File: src/rtl/coeff_stream_loader_pkg.sv
// Shared types and word widths for the coefficient stream loader.
// Exports the FSM state enum and the real/complex word widths.
`ifndef OVERALL_BITS
`define OVERALL_BITS 16
`endif

package LoaderPkg;
  localparam int WORD_W = `OVERALL_BITS;
  localparam int PAIR_W = 2 * WORD_W;

  typedef enum logic [2:0] {
    IDLE,
    GET_RE,
    GET_IM,
    STROBE,
    FINISH
  } state_e;
endpackage

File: src/rtl/coeff_stream_loader_if.sv
// Valid/ready word stream carrying alternating real and imaginary words.
// master drives s_data/s_valid, slave drives s_ready.
interface coeff_stream_loader_if;
  logic [LoaderPkg::WORD_W-1:0] s_data;
  logic                         s_valid;
  logic                         s_ready;

  modport master (
    output s_data,
    output s_valid,
    input  s_ready
  );

  modport slave (
    input  s_data,
    input  s_valid,
    output s_ready
  );
endinterface

File: src/rtl/coeff_stream_loader.sv
// Pairs re/im stream words into complex coefficients, one isolated strobe each.
// Ports: clk, rst_n, start/start_addr/num_coeffs/expand_mode_in, stream s, write bus, busy, done.
module coeff_stream_loader
  import LoaderPkg::*;
#(
  parameter int LOGN = 13
) (
  input  logic              clk,
  input  logic              rst_n,
  input  logic              start,
  input  logic [LOGN-1:0]   start_addr,
  input  logic [LOGN:0]     num_coeffs,
  input  logic              expand_mode_in,
  coeff_stream_loader_if.slave s,
  output logic [LOGN-1:0]   addr_to_expand,
  output logic [PAIR_W-1:0] data_to_expand,
  output logic              wea_to_expand,
  output logic              do_expand,
  output logic              busy,
  output logic              done
);

  state_e            state;
  logic [LOGN-1:0]   addr_q;
  logic [LOGN:0]     rem_q;
  logic [WORD_W-1:0] re_q;
  logic              hs;

  assign s.s_ready     = (state == GET_RE) || (state == GET_IM);
  assign hs            = s.s_valid && s.s_ready;
  assign wea_to_expand = (state == STROBE);
  assign busy          = (state != IDLE);
  assign done          = (state == FINISH);

  always_ff @(posedge clk or negedge rst_n) begin
    if (!rst_n) begin
      state          <= IDLE;
      addr_q         <= '0;
      rem_q          <= '0;
      re_q           <= '0;
      do_expand      <= 1'b0;
      addr_to_expand <= '0;
      data_to_expand <= '0;
    end else begin
      case (state)
        IDLE: begin
          if (start) begin
            addr_q    <= start_addr;
            rem_q     <= num_coeffs;
            do_expand <= expand_mode_in;
            state     <= (num_coeffs == '0) ? FINISH : GET_RE;
          end
        end
        GET_RE: begin
          if (hs) begin
            re_q  <= s.s_data;
            state <= GET_IM;
          end
        end
        GET_IM: begin
          // Output bus is loaded here so it is stable for the whole strobe.
          if (hs) begin
            data_to_expand <= {re_q, s.s_data};
            addr_to_expand <= addr_q;
            state          <= STROBE;
          end
        end
        STROBE: begin
          addr_q <= addr_q + LOGN'(1);
          rem_q  <= rem_q - (LOGN+1)'(1);
          state  <= (rem_q == (LOGN+1)'(1)) ? FINISH : GET_RE;
        end
        FINISH: state <= IDLE;
        default: state <= IDLE;
      endcase
    end
  end

endmodule

File: src/flat_wrapper.sv
// flat-port wrapper written by rule: the top's interface ports become plain ports
module coeff_stream_loader_flat import LoaderPkg::*;
#(
  parameter int LOGN = 13
)
  (clk, rst_n, start, start_addr, num_coeffs, expand_mode_in, addr_to_expand, data_to_expand, wea_to_expand, do_expand, busy, done, s_s_data, s_s_valid, s_s_ready);
  coeff_stream_loader_if s_i ();
  input  logic clk;
  input  logic rst_n;
  input  logic start;
  input  logic [LOGN-1:0] start_addr;
  input  logic [LOGN:0] num_coeffs;
  input  logic expand_mode_in;
  output logic [LOGN-1:0] addr_to_expand;
  output logic [PAIR_W-1:0] data_to_expand;
  output logic wea_to_expand;
  output logic do_expand;
  output logic busy;
  output logic done;
  input wire logic [$bits(s_i.s_data)-1:0] s_s_data;
  input wire logic [$bits(s_i.s_valid)-1:0] s_s_valid;
  output wire logic [$bits(s_i.s_ready)-1:0] s_s_ready;
  assign s_i.s_data = s_s_data;
  assign s_i.s_valid = s_s_valid;
  assign s_s_ready = s_i.s_ready;
  coeff_stream_loader #(.LOGN(LOGN)) u_core (.clk(clk), .rst_n(rst_n), .start(start), .start_addr(start_addr), .num_coeffs(num_coeffs), .expand_mode_in(expand_mode_in), .s(s_i), .addr_to_expand(addr_to_expand), .data_to_expand(data_to_expand), .wea_to_expand(wea_to_expand), .do_expand(do_expand), .busy(busy), .done(done));
endmodule
File: config.mk
export PLATFORM = sky130hd
export DESIGN_NAME = coeff_stream_loader_flat
export DESIGN_NICKNAME = d
export VERILOG_FILES = /design/src/rtl/coeff_stream_loader_pkg.sv /design/src/rtl/coeff_stream_loader_if.sv /design/src/rtl/coeff_stream_loader.sv /design/src/flat_wrapper.sv
export SDC_FILE = /design/constraint.sdc
export NUM_CORES = 1
export LEC_CHECK = 0
export BUFFER_PORTS_ARGS = -buffer_cell sky130_fd_sc_hd__buf_2
export CAP_MARGIN = 20
export CORE_AREA = 10 10 124 126
export DETAILED_ROUTE_END_ITERATION = 6
export DIE_AREA = 0 0 134 136
export SLEW_MARGIN = 20
export SYNTH_ARGS = -nofsm -noshare
export SYNTH_HDL_FRONTEND = slang
export SYNTH_SLANG_ARGS = --single-unit
File: constraint.sdc
create_clock -name clk -period 2.2 [get_ports clk]
set_input_delay 0.11 -clock clk [delete_from_list [all_inputs] [get_ports clk]]
set_output_delay 0.11 -clock clk [all_outputs]
set_load 0.1 [all_outputs]
-- Word level (Yosys, flattened, before mapping)
Index checks and enable logic that the tools add are counted.
- register bits: 92
- output and inout port bits: 50
- word-level logic and storage cells: 38
- add/subtract/negate cells: 2
- equal/unequal tests: 8
- muxes and demuxes: 10
- reduce and logical (&&, ||, !) cells: 11
- operators by type and width (operator ; count):
    one-hot mux 14 bit (2 select lines) ; 1
    one-hot mux 13 bit (2 select lines) ; 1
    2-to-1 mux 3 bit ; 5
    == test 14 x 1 -> 1 bit, second input constant ; 1
    zero test 14 bit ; 1
    2-to-1 mux 14 bit ; 1
    subtractor 14 x 1 -> 14 bit, second input constant ; 1
    adder 13 x 1 -> 13 bit, second input constant ; 1
    2-to-1 mux 13 bit ; 1
    one-hot mux 3 bit (4 select lines) ; 1
    AND reduction 2 bit ; 4
    == test 3 x 2 -> 1 bit, second input constant ; 2
    != test 2 x 1 -> 1 bit, second input constant ; 2
    == test 3 x 1 -> 1 bit, second input constant ; 1
    == test 3 bit, second input constant ; 1
    zero test 3 bit ; 1
    AND reduction 3 bit ; 1
    nonzero test 3 bit ; 1
    != test 2 bit, second input constant ; 1
    nonzero test 2 bit ; 1
    logical AND 1 bit ; 1
    logical OR 1 bit ; 1

-- Longest topological paths before layout
- depth in word-level cells: 5
- gate-level depth with buffers: 7
- gate-level depth less buffers: 6

-- Worst setup path before layout
No wires, ideal clock.
- path type: reg-to-output
- start point: reg u_core.state[0]
- end point: out s_s_ready
- arrival: 2.212 ns
- setup slack: -0.122 ns
- cell stages (with the launch flop): 4
- buffers on the path: 1
- cells stage by stage: dfrtp_1 > buf_4 > nand2b_1 > a21oi_1
- cells in the longest elaborated chain, start to end: 2
- RTL lines (element ; line ; source):
    from (decl) ; coeff_stream_loader.sv:23 ; state_e state;
    from (signal assigned) ; coeff_stream_loader.sv:51 ; state <= (num_coeffs == '0) ? FINISH : GET_RE;
    from (signal assigned) ; coeff_stream_loader.sv:71 ; state <= (rem_q == (LOGN+1)'(1)) ? FINISH : GET_RE;
    == test 3 x 1 -> 1 bit / == test 3 x 2 -> 1 bit (equally long branches) ; coeff_stream_loader.sv:29 ; assign s.s_ready = (state == GET_RE) || (state == GET_IM);
    logical OR 1 bit * ; coeff_stream_loader.sv:29 ;
    to (decl) ; flat_wrapper.sv:22 ; output wire logic [$bits(s_i.s_ready)-1:0] s_s_ready;
Every way passes the cells marked *; elsewhere a longest branch is shown, timed or not.

-- Worst setup path in the final report
- start point: reg u_core.state[1]
- end point: reg u_core.rem_q[3]
- cells in the longest elaborated chain, start to end: 3
- RTL lines (element ; line ; source):
    == test 3 x 2 -> 1 bit / zero test 3 bit (equally long branches) ; coeff_stream_loader.sv:45 ; case (state)
    nonzero test 2 bit (no source line) / != test 2 bit (equally long branches) ; n/a ;
    AND reduction 2 bit (no source line) ; n/a ;
    to (signal assigned) ; coeff_stream_loader.sv:49 ; rem_q <= num_coeffs;
    to (signal assigned) ; coeff_stream_loader.sv:70 ; rem_q <= rem_q - (LOGN+1)'(1);
    to (decl) ; coeff_stream_loader.sv:25 ; logic [LOGN:0] rem_q;
Parallel ways exist; a longest one is shown, timed or not.
A chain may end at the register's enable or synchronous reset.

==> results.sh <==
export IMPL_dpl_instance_area_sq_um=4855
export IMPL_drt_total_wl_um=10090
export IMPL_fin_setup_tns_ns=0
export IMPL_clk_pin_slew_worst_paths_ns=0.07
export IMPL_fin_crit_sh=0.9054
export IMPL_ios=98
export IMPL_fp_dieArea_sq_um=18220
export IMPL_ys_types=52
export IMPL_worstPathMaxFanout=10
export IMPL_ys_seq_area_frac=0.5542
export IMPL_drtIter0Drc=257
export IMPL_ys_async_sr_fraction=1.000
export IMPL_fillers=1272
export IMPL_netlist_instances=328
export IMPL_finalHoldViolCount=0
export IMPL_wl_per_cell_um=16.46
export IMPL_outcome="completed"
export IMPL_fp_dieW_um=134
export IMPL_grt_setup_unrepaired="false"
export IMPL_numClockSinks=92
export IMPL_portBuffers=97
export IMPL_slew_headroom=0.6378
export IMPL_coreArea_sq_um=12980
export IMPL_cts_tree="yes"
export IMPL_min_path_cells=3
export IMPL_grt_usage=0.1121
export IMPL_required_ns=2.38
export IMPL_crit_path_start_kind="flip-flop"
export IMPL_start_util=0.3200
export IMPL_fin_crit_ns=1.992
export IMPL_yosys_warnings=0
export IMPL_final_antenna_net_count=0
export IMPL_viasPerCell=4.879
export IMPL_rows=42
export IMPL_synth_edf_count=0
export IMPL_layout_common_cells="96 x buf_2, 92 x dfrtp_1, 61 x mux2_2"
export IMPL_slew_violations=0
export IMPL_post_route_drc_count=0
export IMPL_skew_ns=0.007976
export IMPL_reg2reg_depth=4
export IMPL_synth_nets=379
export IMPL_diodes=0
export IMPL_ys_flop_type="dfrtp_1"
export IMPL_fmax_ghz=0.5020
export IMPL_synth_area_sq_um=4154
export IMPL_cts_root_buf="clkbuf_16"
export IMPL_worstHoldPathType="in -> reg"
export IMPL_ys_ff_latch=92
export IMPL_cts_buffers=9
export IMPL_worstMarginPinSlew_ns=0.5384
export IMPL_syn_area_per_cell_sq_um=12.66
export IMPL_area_growth_pct=24.61
export IMPL_setup_viol=0
export IMPL_max_clock_path_buffers=2
export IMPL_final_common_cell="buf_2"
export IMPL_hpwl_um=7514
export IMPL_antenna_found_initial=0
export IMPL_grt_overflow_total=0
export IMPL_htreeDepth=3
export IMPL_place_congestion=0.7974
export IMPL_cap_viol_max_count=0
export IMPL_crit_path_end_kind="flip-flop"
export IMPL_grt_pass1_vias=3157
export IMPL_clk_latency_ns=0.34
export IMPL_grt_max_degree=83
export IMPL_first_pass_iters=4
export IMPL_critPathKind="reg -> reg"
export IMPL_vias=2991
export IMPL_fin_ws_ns=0.2081
export IMPL_die_h_um=136
export IMPL_dp_slack_ns=0.2281
export IMPL_drive_above_1_share=0.4577
export IMPL_crit_arrival_ns=2.17
export IMPL_grt_pass1_wl_um=16690
export IMPL_r2r_slack_ns=0.21
export IMPL_layout_nets=484
export IMPL_final_cell_area_sq_um=5176
cells by family after synthesis:
| group | count (synthesis) | synth area share |
|---|---|---|
| fa+ha+maj | 3 | 0.009037 |
| flops | 92 | 0.5542 |
| mux | 63 | 0.1702 |
| compound gates | 50 | 0.09217 |
| buf+inv | 23 | 0.03765 |
| simple gates | 97 | 0.1367 |
synthesized netlist by cell type, drive strengths merged (2+ instances only):
master	number	share of area
nand4	5	0.0075
nand2b	4	0.0066
a31oi	4	0.0060
or4	2	0.0045
mux2	61	0.17
dfrtp	92	0.55
ha	3	0.0090
nor3	8	0.0096
mux2i	2	0.0048
o21ai	5	0.0060
and2	2	0.0030
inv	6	0.0054
o311ai	5	0.011
o22ai	3	0.0045
and3	3	0.0045
nand3b	3	0.0084
o211ai	4	0.0084
a221o	5	0.012
a211oi	3	0.0054
nand3	6	0.0072
a311oi	5	0.011
o221a	2	0.0054
or3	2	0.0030
nand4b	2	0.0042
a21oi	7	0.0084
nand2	25	0.023
buf	16	0.031
nor2	24	0.022
nor4	7	0.021
cell type report:
class	instances	area [sq um]	share of cell area
multi-input combinational	213	1714	0.3312
tap	176	220.2	0.04254
clock inverter	6	66.31	0.01281
inverter	6	22.52	0.004351
sequential	92	2302	0.4448
timing repair buffer	111	625.6	0.1209
clock buffer	9	225.2	0.04351
worst paths after layout:
path | startpoint | end
worst max-delay path | u_core.state[1] | u_core.rem_q[3]
worst min-delay path | start_addr[8] | u_core.addr_q[8]
worst max register to register | u_core.state[1] | u_core.rem_q[3]
worst min register to register | u_core.do_expand | u_core.do_expand
max in group asynchronous | rst_n | u_core.addr_q[8]
min in group asynchronous | rst_n | u_core.data_to_expand[5]
worst max-delay path: stages (launching register included):
cell	delay, ns
dfrtp_1	0.50
or4b_1	0.79
buf_4	0.27
o211ai_1	0.09
o311ai_0	0.18
flip-flops by register name (all words and copies together) (netlist names):
register and cells:
u_core.rem_q 14, u_core.addr_q 13, u_core.data_to_expand 32, u_core.addr_to_expand 13, u_core.do_expand 1, u_core.re_q 16
u_core.state 3
timing repair:
item | 4_1_cts | 5_1_grt
hold buffers | 3 | 0
setup endpoints to repair | 0 | 0
resized for setup | 0 | 0
hold endpoints to repair | 94 | 0
buffers inserted | 0 | 0
metal layers:
metal,routed length [um],vias to the layer above,track usage
met1,4731,1458,0.1455
li1,-,1431,-
met2,4595,93,0.1724
met4,89,0,0.03688
met3,673,9,0.03690
met5,0,-,0
per-stage QoR:
stage / hold slack [ns] / utilization / std cells
2_1_floorplan: -0.1856 / - / 328
3_3_place_gp: -0.04572 / 0.3740 / 595
3_5_place_dp: -0.04314 / 0.3740 / 595
4_1_cts: 0.001041 / 0.3988 / 613
5_1_grt: 0.01600 / 0.3988 / 613
6_report: 0.007401 / 0.3988 / 613
Power is left out: the tool's default activity adds up to more than one toggle a clock period on the data nets, which glitch-free logic cannot reach.
